`src/rtl/hdr_fields_decode_pkg.sv`:
```
// Shared field layout and route encodings for the 64-bit router flit header decoder.
package hdr_fields_decode_pkg;

  localparam int PKT_W = 64;
  localparam int RSV_W = 5;
  localparam int HOP_W = 4;
  localparam int SRC_W = 8;
  localparam int PAY_W = 32;

  localparam int VC_B    = 63;
  localparam int DX_B    = 62;
  localparam int DY_B    = 61;
  localparam int RSV_HI  = 60;
  localparam int HX_HI   = 55;
  localparam int HY_HI   = 51;
  localparam int SRCX_HI = 47;
  localparam int SRCY_HI = 39;

  typedef logic [4:0] dir_t;

  // One-hot order is {local, south, north, west, east}.
  localparam dir_t DIR_E = 5'b00001;
  localparam dir_t DIR_W = 5'b00010;
  localparam dir_t DIR_N = 5'b00100;
  localparam dir_t DIR_S = 5'b01000;
  localparam dir_t DIR_L = 5'b10000;

endpackage

```
`src/rtl/hdr_fields_decode_if.sv`:
```
// Flit-at-buffer-head bus: header word plus its valid qualifier.
interface hdr_fields_decode_if;
  import hdr_fields_decode_pkg::*;

  logic [PKT_W-1:0] pkt;
  logic             pkt_valid;

  modport master (output pkt, output pkt_valid);
  modport slave  (input  pkt, input  pkt_valid);
endinterface

```
`src/rtl/hdr_fields_decode_xy_route_calc.sv`:
```
// Dimension-order (X first, then Y) route selection; purely combinational.
module xy_route_calc
  import hdr_fields_decode_pkg::*;
(
  input  logic             dx,
  input  logic             dy,
  input  logic [HOP_W-1:0] hx,
  input  logic [HOP_W-1:0] hy,
  output dir_t             dir
);

  always_comb begin
    if (hx != '0)      dir = dx ? DIR_W : DIR_E;
    else if (hy != '0) dir = dy ? DIR_S : DIR_N;
    else               dir = DIR_L;
  end

endmodule

```
`src/rtl/hdr_fields_decode.sv`:
```
// Header field extractor with a registered XY route request.
// Optional registered next-hop flit is built when HDR_FIELDS_NEXT_PKT_EN is defined.
module hdr_fields_decode
  import hdr_fields_decode_pkg::*;
(
  input  logic                clk,
  input  logic                rst_n,
  hdr_fields_decode_if.slave  in_if,
  output logic                vc,
  output logic                dx,
  output logic                dy,
  output logic [RSV_W-1:0]    rsv,
  output logic [HOP_W-1:0]    hx,
  output logic [HOP_W-1:0]    hy,
  output logic [SRC_W-1:0]    srcx,
  output logic [SRC_W-1:0]    srcy,
  output logic [PAY_W-1:0]    payload,
  output logic                route_vld,
  output dir_t                route_dir
`ifdef HDR_FIELDS_NEXT_PKT_EN
  ,
  output logic [PKT_W-1:0]    next_pkt
`endif
);

  // Field slices bypass the clock and reset entirely.
  assign vc      = in_if.pkt[VC_B];
  assign dx      = in_if.pkt[DX_B];
  assign dy      = in_if.pkt[DY_B];
  assign rsv     = in_if.pkt[RSV_HI  -: RSV_W];
  assign hx      = in_if.pkt[HX_HI   -: HOP_W];
  assign hy      = in_if.pkt[HY_HI   -: HOP_W];
  assign srcx    = in_if.pkt[SRCX_HI -: SRC_W];
  assign srcy    = in_if.pkt[SRCY_HI -: SRC_W];
  assign payload = in_if.pkt[PAY_W-1:0];

  dir_t dir_calc;

  xy_route_calc u_route (
    .dx  (dx),
    .dy  (dy),
    .hx  (hx),
    .hy  (hy),
    .dir (dir_calc)
  );

  logic route_vld_d, route_vld_q;
  dir_t route_dir_d, route_dir_q;

  // NOTE: every always_comb output gets a default first so no path leaves it unassigned (no latch).
  always_comb begin
    route_vld_d = in_if.pkt_valid;
    route_dir_d = route_dir_q;
    if (in_if.pkt_valid) route_dir_d = dir_calc;
  end

  // NOTE: state flops use non-blocking assignments so all registers update from pre-edge values.
  always_ff @(posedge clk or negedge rst_n) begin
    if (!rst_n) begin
      route_vld_q <= 1'b0;
      route_dir_q <= '0;
    end else begin
      route_vld_q <= route_vld_d;
      route_dir_q <= route_dir_d;
    end
  end

  assign route_vld = route_vld_q;
  assign route_dir = route_dir_q;

`ifdef HDR_FIELDS_NEXT_PKT_EN
  logic [PKT_W-1:0] next_pkt_d, next_pkt_q;

  // Only the hop count of the axis actually taken is consumed; a local route passes through.
  always_comb begin
    next_pkt_d = next_pkt_q;
    if (in_if.pkt_valid) begin
      next_pkt_d = in_if.pkt;
      if (dir_calc == DIR_E || dir_calc == DIR_W)
        next_pkt_d[HX_HI -: HOP_W] = hx - HOP_W'(1);
      else if (dir_calc == DIR_N || dir_calc == DIR_S)
        next_pkt_d[HY_HI -: HOP_W] = hy - HOP_W'(1);
    end
  end

  always_ff @(posedge clk or negedge rst_n) begin
    if (!rst_n) next_pkt_q <= '0;
    else        next_pkt_q <= next_pkt_d;
  end

  assign next_pkt = next_pkt_q;
`endif

endmodule

```
`src/flat_wrapper.sv`:
```
// flat-port wrapper written by rule: the top's interface ports become plain ports
module hdr_fields_decode_flat import hdr_fields_decode_pkg::*;
  (clk, rst_n, vc, dx, dy, rsv, hx, hy, srcx, srcy, payload, route_vld, route_dir, in_if_pkt, in_if_pkt_valid);
  hdr_fields_decode_if in_if_i ();
  input  logic clk;
  input  logic rst_n;
  output logic vc;
  output logic dx;
  output logic dy;
  output logic [RSV_W-1:0] rsv;
  output logic [HOP_W-1:0] hx;
  output logic [HOP_W-1:0] hy;
  output logic [SRC_W-1:0] srcx;
  output logic [SRC_W-1:0] srcy;
  output logic [PAY_W-1:0] payload;
  output logic route_vld;
  output dir_t route_dir;
  input wire logic [$bits(in_if_i.pkt)-1:0] in_if_pkt;
  input wire logic [$bits(in_if_i.pkt_valid)-1:0] in_if_pkt_valid;
  assign in_if_i.pkt = in_if_pkt;
  assign in_if_i.pkt_valid = in_if_pkt_valid;
  hdr_fields_decode u_core (.clk(clk), .rst_n(rst_n), .in_if(in_if_i), .vc(vc), .dx(dx), .dy(dy), .rsv(rsv), .hx(hx), .hy(hy), .srcx(srcx), .srcy(srcy), .payload(payload), .route_vld(route_vld), .route_dir(route_dir));
endmodule
```
`config.mk`:
```
export PLATFORM = sky130hd
export DESIGN_NAME = hdr_fields_decode_flat
export DESIGN_NICKNAME = d
export VERILOG_FILES = /design/src/rtl/hdr_fields_decode_pkg.sv /design/src/rtl/hdr_fields_decode_if.sv /design/src/rtl/hdr_fields_decode_xy_route_calc.sv /design/src/rtl/hdr_fields_decode.sv /design/src/flat_wrapper.sv
export SDC_FILE = /design/constraint.sdc
export NUM_CORES = 1
export LEC_CHECK = 0
export BUFFER_PORTS_ARGS = -buffer_cell sky130_fd_sc_hd__clkbuf_2
export CAP_MARGIN = 25
export CORE_MARGIN = 1
export CORE_UTILIZATION = 26
export CTS_BUF_LIST = sky130_fd_sc_hd__clkbuf_16
export CTS_CLUSTER_SIZE = 40
export DETAILED_ROUTE_END_ITERATION = 10
export PLACE_DENSITY = 0.8
export SLEW_MARGIN = 20
export SYNTH_ARGS = -nofsm -noshare
export SYNTH_HDL_FRONTEND = slang
export SYNTH_SLANG_ARGS = --single-unit
```
`constraint.sdc`:
```
create_clock -name clk -period 0.9 [get_ports clk]
set_input_delay 0.09 -clock clk [delete_from_list [all_inputs] [get_ports clk]]
set_output_delay 0.09 -clock clk [all_outputs]
set_load 0.01 [all_outputs]
```
==> results of run 1 <==
-- kinds of logic (layout without fill, tap and decap cells) --
| group | Yosys count | count (layout) | share of synthesized area [%] |
|---|---|---|---|
| buffers and inverters | 66 | 39 | 64.9 |
| and+or+nand+nor | 8 | 8 | 7.49 |
| DFF | 6 | 6 | 20.0 |
| AOI/OAI and AO/OA | 5 | 5 | 7.66 |
-- state kept, by name, summed over array words and instances (netlist names) --
register	cells
u_core.route_dir	5
u_core.route_vld	1
-- through the flow --
stage / util [%] / cell area [um2] / cells / setup TNS [ns]
3_5_place_dp: 17.7 / 488 / 85 / -0.494
3_3_place_gp: 17.7 / 488 / 85 / -0.385
2_1_floorplan: - / 752 / 85 / -0.0791
4_1_cts: 21.2 / 584 / 89 / 0
5_1_grt: 21.2 / 584 / 89 / 0
6_report: 21.2 / 584 / 89 / 0
-- layout by cell type, fill, tap and decap left out, types with 2 or more instances in the layout --
cell type,instances
nand2_1,2
buf_4,5
dfrtp_1,6
clkbuf_16,3
clkbuf_2,28
nand2b_1,2
inv_1,2
-- power by group through the flow --
stage | logic [mW] | registers [mW] | clock network [mW]
2_1_floorplan | 0.315 | 0.300 | 0
3_3_place_gp | 0.136 | 0.294 | 0
3_5_place_dp | 0.141 | 0.295 | 0
4_1_cts | 0.149 | 0.292 | 0.731
5_1_grt | 0.160 | 0.293 | 0.747
6_report | 0.146 | 0.292 | 0.719
-- timing repair --
item / CTS / global route
endpoints found under the setup margin: 1 / 0
hold endpoints to repair: 6 / 0
hold buffers: 1 / 0
gates resized for setup: 1 / 0
-- area by class of cell --
type,instances,area (um2),share of cell area [%]
clock buffers,3,75.1,12.8
multi-input cells,13,125,21.4
repair buffers,34,188,32.1
inverters,2,7.51,1.28
flip-flops and latches,6,150,25.7
well taps,31,38.8,6.64
-- path summary, 6_finish.rpt --
check | from | to | slack, ns | cells after the start
setup / recovery | u_core.route_dir[4] | u_core.route_dir[4] | 0.06 | 2
hold / removal | in_if_pkt[62] | u_core.route_dir[0] | 0.08 | 2
setup reg to reg | u_core.route_dir[4] | u_core.route_dir[4] | 0.06 | 2
hold reg to reg | u_core.route_dir[1] | u_core.route_dir[1] | 0.50 | 1
max in group asynchronous | rst_n | u_core.route_dir[3] | 0.53 | 2
min in group asynchronous | rst_n | u_core.route_vld | 0.22 | 2
-- critical path, stage by stage (launching register included) --
cell,delay (ns)
dfrtp_1,0.38
nor2b_1,0.14
a31o_2,0.21
-- layer usage --
layer	vias to the layer above	part of all wire (%)	track usage [%]
li1	156	-	-
met1	179	27	7.07
met2	49	49	14.1
met5	-	0	0
met4	0	7.1	9.64
met3	25	17	6.28
==> out/metrics.cfg, run 1 <==
[min_path]
hp-class = input pin to flip-flop

[detailed_routing]
avgRoutedWirePerCell_um = 15.0
wl_um = 1340
dr_total_vias = 409
postRouteAntennaNets = 0
drt-pass1-iter-count = 3
remaining_drc_errors = 0
vias_per_cell = 4.60
initialDrtViolationCount = 5

[die]
io_pins = 137
core.rowCount = 19
die_height_um = 55.8
coreArea_mm2 = 0.00276
die_area_mm2 = 0.00311
die_width_um = 55.8
start_util_pct = 27.3

[pwr]
p_comb_share_pct = 12.6
power_density_mw_per_mm2 = 1980
p_switching_mw = 0.233
p_sw_share_pct = 20.2
seqPwrFrac_pct = 25.2
vdd_drop_max_v = 0.00113
power_mw = 1.16
p_int_mw = 0.923
cellLeakagePower_nw = 0.308
clkPwrFrac_pct = 62.1

[timing]
timing.hold.ws_ns = 0.0765
fin_skew_ns = 0
worst_slack_ns = 0.0586
fmax_mhz = 1190
finalHoldViolations = 0
min_period_over_period_pct = 93.5
period_minus_slack_ns = 0.841
final-setup-viol-count = 0
slew_viol_final = 0
max_slew_margin_pct = 85.0
rsz0062_at_grt = no
worst_slew_pin_slew_ns = 0.223

[yosys]
synth.distinct_cells = 14
synth_ff_type = dfrtp_1
yosys.area.top_type_share_pct = 63.9
syn_inst = 85
synth_area_um2 = 752
syn_nets = 152
synth.largest_area_cell = buf_4
ys_seq_area_share_pct = 20.0
async_flop_share_pct = 100
synth_common_cells = buf_4, dfrtp_1, inv_1, nand2_1, nand2b_1
synth_area_leaders = buf_4, dfrtp_1, o32ai_2, o41ai_2, nand2b_1
synth_edf_count = 0
yosys.cell_count.top_type = buf_4
yosysWarnings = 0
synth-seq-cells = 6
postSynthAreaPerCell_um2 = 8.85

[clock_network]
clock_path_buffers = 2
cts_tree = built
postCtsSetupRepairBufs = 0
cts-root-buf = clkbuf_16
cts-buffers-inserted = 3
clock_sinks = 6
clk_pin_slew_ns = 0.03
clkLatencyLatePin_ns = 0.23
cts.htree.levels = 1

[placement]
post-place-ws_ns = -0.275
io_buffers = 28
gp_congestion = 0.641

[grt]
antenna_found_initial = 0
grt_pass1_vias = 440
grt_pass1_wl_um = 2100
grt_max_degree = 10
grt_overflow_total = 0
grt_use_total_pct = 9.07

[setup_path]
crit_type = flip-flop to flip-flop
crit_required_ns = 1.01
cp-start-kind = flip-flop
cp.arrival_ns = 0.95
endpoint_kind = flip-flop
worstPathMaxFanout = 2

[outcome]
status = completed

[cells_and_area]
n_fill_cell = 308
syn2layout_area_growth_pct = -22.3
drive_above_1_share_pct = 70.7
nNetsFinal = 127
antenna_cells = 0

[flow_run]
maxCapViolCount = 0

Note: power is estimated with default switching activity, not from simulation.
==> run 2, diff against run 1 <==
Settings changed: BUFFER_PORTS_ARGS -buffer_cell sky130_fd_sc_hd__clkbuf_2 to not set, CORE_AREA set to 2 2 52 54, CORE_MARGIN 1 to not set, CORE_UTILIZATION 26 to not set, DIE_AREA set to 0 0 54 56, DONT_BUFFER_PORTS set to 1, PLACE_DENSITY 0.8 to not set.
==> out/metrics.cfg, run 2 (synthesized netlist as in run 1, its figures left out) <==
[timing]
worst_slack_ns = 0.0466
timing.hold.ws_ns = 0.00365
fmax_mhz = 1170
finalHoldViolations = 0
worst_slew_pin_slew_ns = 0.289
final-setup-viol-count = 0
slew_viol_final = 0
fin_skew_ns = 0
max_slew_margin_pct = 80.7
rsz0062_at_grt = no
min_period_over_period_pct = 94.8
period_minus_slack_ns = 0.853

[cells_and_area]
largest_reg_flops = 5
instances_no_fill = 61
drive_above_1_share_pct = 35.5
final_cell_mix = dfrtp_1, dlygate4sd3_1, clkbuf_16, buf_4
final_common_cell = dfrtp_1
antenna_cells = 0
syn2layout_area_growth_pct = -40.6
nNetsFinal = 100
final_core_util_pct = 18.4

[min_path]
min_from = in_if_pkt[62]
holdPathStages = 2
hold_path_end = u_core.route_dir[1]
hp-class = input pin to flip-flop

[setup_path]
crit_type = input pin to flip-flop
rr_worst_depth = 2
max_stage_delay_ns = 0.56
cp.buffers_inverters = 1
crit_family = buffers and inverters
worstPathMaxFanout = 3
rr_endpoint = u_core.route_dir[4]
timing.rr.start = u_core.route_dir[4]
cpMaxStageDelayCell = dlygate4sd3_1
endpoint_kind = flip-flop
crit_required_ns = 1.02
r2r_slack_ns = 0.09
cp.arrival_ns = 0.97
cp-start-kind = input pin
crit_chain = dlygate4sd3_1 -> o41ai_2

[die]
start_util_pct = 30.9
core.rowCount = 18
die_area_mm2 = 0.00302
die_height_um = 56
io_pins = 137
coreArea_mm2 = 0.00243
die_width_um = 54

[pwr]
cellLeakagePower_nw = 0.186
power_mw = 1.05
power_density_mw_per_mm2 = 2350
vdd_drop_max_v = 0.000657

[detailed_routing]
postRouteAntennaNets = 0
wl_um = 1200
dr_total_vias = 271
initialDrtViolationCount = 2
drt-pass1-iter-count = 2
vias_per_cell = 4.44
remaining_drc_errors = 0
avgRoutedWirePerCell_um = 19.7

[placement]
post-place-ws_ns = -0.118
gp_congestion = 0.579
placed_cells = 54
dp_hpwl_um = 969
io_buffers = 0

[clock_network]
clock_sinks = 6
clock_path_buffers = 2
post_cts_resized = 0
clkLatencyLatePin_ns = 0.22
clk_pin_slew_ns = 0.03
cts-buffers-inserted = 3
cts.htree.levels = 1
cts-root-buf = clkbuf_16
cts_tree = built

[flow_run]
maxCapViolCount = 0

[grt]
grt_overflow_total = 0
grt_pass1_vias = 336
grt_pass1_wl_um = 1700
grt_max_degree = 9
grt_use_total_pct = 7.89
antenna_found_initial = 0

[outcome]
status = completed

## run 2: cell types whose count changed in the layout (fill, tap and decap cells not counted), sizes merged
cell and delta:
buf -2, dlygate4sd3 +3, clkbuf -28
## run 2: area by class of cell
class	count	area (um2)
well taps	30	37.5
clock buffers	3	75.1
fillers	279	1990
inverters	2	7.51
multi-input cells	13	114
repair buffers	7	62.6
flip-flops and latches	6	150
## run 2: timing repair
action                    in CTS  in global routing
buffers inserted               0                  0
hold buffers                   4                  0
hold endpoints to repair      10                  0
## run 2: worst max-delay path by stage
stage / cells after the start / slack (ns) / to / start
6_report: 2 / 0.05 / u_core.route_dir[2] / in_if_pkt[61]
5_1_grt: 2 / 0.02 / u_core.route_dir[2] / in_if_pkt[61]
4_1_cts: 2 / 0.03 / u_core.route_dir[2] / in_if_pkt[61]
3_5_place_dp: 2 / -0.12 / u_core.route_dir[2] / in_if_pkt[53]
3_3_place_gp: 2 / -0.09 / u_core.route_dir[2] / in_if_pkt[53]
2_1_floorplan: 2 / -0.08 / u_core.route_dir[2] / in_if_pkt[53]
## run 2: routing by layer
metal  routed length [um]  GRT usage, %  vias up
li1                     -             -       99
met1                  238          4.40      122
met2                  665          13.6       36
met3                  244          6.18       14
met4                   53          7.50        0
met5                    0             0        -
## run 2: stage by stage
stage / TNS (ns) / area [um2]
2_1_floorplan: -0.0791 / 752
3_3_place_gp: -0.104 / 332
3_5_place_dp: -0.154 / 332
6_report: 0 / 447
4_1_cts: 0 / 447
5_1_grt: 0 / 447
## run 2: power by group
part           internal [mW]  switching, mW
sequential             0.284         0.0150
combinational         0.0280         0.0215
clock                  0.569          0.132
==> run 3, diff against run 2 <==
Settings changed: PLACE_DENSITY set to 0.45, SETUP_SLACK_MARGIN set to 0.5.
==> out/metrics.cfg, run 3 (synthesized netlist as in run 1, its figures left out) <==
[detailed_routing]
postRouteAntennaNets = 0
remaining_drc_errors = 0
vias_per_cell = 4.58
dr_total_vias = 261
drt-pass1-iter-count = 3
wl_um = 1190
avgRoutedWirePerCell_um = 20.9
initialDrtViolationCount = 4

[clock_network]
clk_pin_slew_ns = 0.03
cts-buffers-inserted = 3
cts.htree.levels = 1
cts-root-buf = clkbuf_16
clock_sinks = 6
cts_hold_buf = 1
clock_path_buffers = 2
cts_tree = built
clkLatencyLatePin_ns = 0.22

[die]
core.rowCount = 18
io_pins = 137
start_util_pct = 30.9
coreArea_mm2 = 0.00243
die_width_um = 54
die_height_um = 56
die_area_mm2 = 0.00302

[placement]
gp_congestion = 0.609
placed_cell_area_um2 = 330
io_buffers = 0
dp_hpwl_um = 989

[setup_path]
endpoint_kind = primary output
crit_chain = buf_6
worstPathMaxFanout = 2
max_stage_delay_ns = 0.37
cp-start-kind = flip-flop
crit_family = flip-flops
cpMaxStageDelayCell = dfrtp_1
cp.arrival_ns = 0.73
crit_required_ns = 0.81
crit_type = flip-flop to primary output
cp.buffers_inverters = 1

[grt]
grt_max_degree = 10
grtUsageMet1_pct = 6.37
grt_overflow_total = 0
grt_pass1_vias = 298
grt_use_total_pct = 7.95
grt_pass1_wl_um = 1680
antenna_found_initial = 0
gr-usage-met3_pct = 8.33
top_usage_layer = met2
met2_usage_pct = 9.58

[cells_and_area]
syn2layout_area_growth_pct = -42.1
final_cell_mix = dfrtp_1, clkbuf_16
final_common_cell = dfrtp_1
finalInstanceArea_um2 = 435
largest_reg_flops = 5
n_fill_cell = 272
nNetsFinal = 96
antenna_cells = 0
drive_above_1_share_pct = 48.1

[timing]
final-setup-viol-count = 0
max_slew_margin_pct = 70.1
fmax_mhz = 1230
fin_skew_ns = 0
min_period_over_period_pct = 90.6
slew_viol_final = 0
rsz0062_at_grt = yes
finalHoldViolations = 10
timing.hold.ws_ns = -0.188
worst_slew_pin_slew_ns = 0.444
period_minus_slack_ns = 0.816

[outcome]
violations = hold timing
status = complete, but fails checks

[min_path]
hp-class = input pin to async pin

[pwr]
power_mw = 1.05
vdd_drop_max_v = 0.000643
power_density_mw_per_mm2 = 2410
cellLeakagePower_nw = 0.180

[flow_run]
maxCapViolCount = 0

## run 3: area by class of cell
class                   instances  area, um2  area share, %
multi-input cells              13        134           30.7
well taps                      30       37.5           8.62
inverters                       2       7.51           1.72
flip-flops and latches          6        150           34.5
clock buffers                   3       75.1           17.2
repair buffers                  3       31.3           7.18
## run 3: through the flow
stage / setup WS [ns] / hold slack (ns) / TNS [ns] / utilization (%) / std cells
2_1_floorplan: -0.0790 / -0.206 / -0.0791 / - / 85
3_3_place_gp: -0.0918 / -0.205 / -0.108 / 13.6 / 53
3_5_place_dp: -0.107 / -0.205 / -0.125 / 13.6 / 53
4_1_cts: 0.0789 / -0.110 / 0 / 17.2 / 57
5_1_grt: 0.0669 / -0.161 / 0 / 17.9 / 57
6_report: 0.0842 / -0.188 / 0 / 17.9 / 57
## run 3: path summary, 6_finish.rpt
| path | start | end | slack, ns | depth (start not counted) |
|---|---|---|---|---|
| min in group clk | in_if_pkt_valid | u_core.route_vld | -0.11 | 0 |
| max in group asynchronous | rst_n | u_core.route_dir[0] | 0.86 | 1 |
| hold / removal | rst_n | u_core.route_dir[3] | -0.19 | 1 |
| hold reg to reg | u_core.route_dir[1] | u_core.route_dir[1] | 0.55 | 1 |
| setup reg to reg | u_core.route_dir[4] | u_core.route_dir[4] | 0.09 | 2 |
| setup / recovery | u_core.route_dir[4] | route_dir[4] | 0.08 | 1 |
## run 3: what timing repair did
action	in CTS	in global routing
buffers inserted	0	0
gates resized for setup	1	3
setup endpoints to repair	11	17
pin swaps	0	0
hold endpoints to repair	11	10
## run 3: routing by layer
metal	part of all wire (%)	wire length, um
met3	26	308
met1	24	287
met2	44	528
met4	5.8	69
met5	0	0
## run 3: power by group
part,switching (mW),internal (mW)
clock,0.143,0.570
sequential,0.0151,0.284
combinational,0.0179,0.0211
total,0.176,0.875
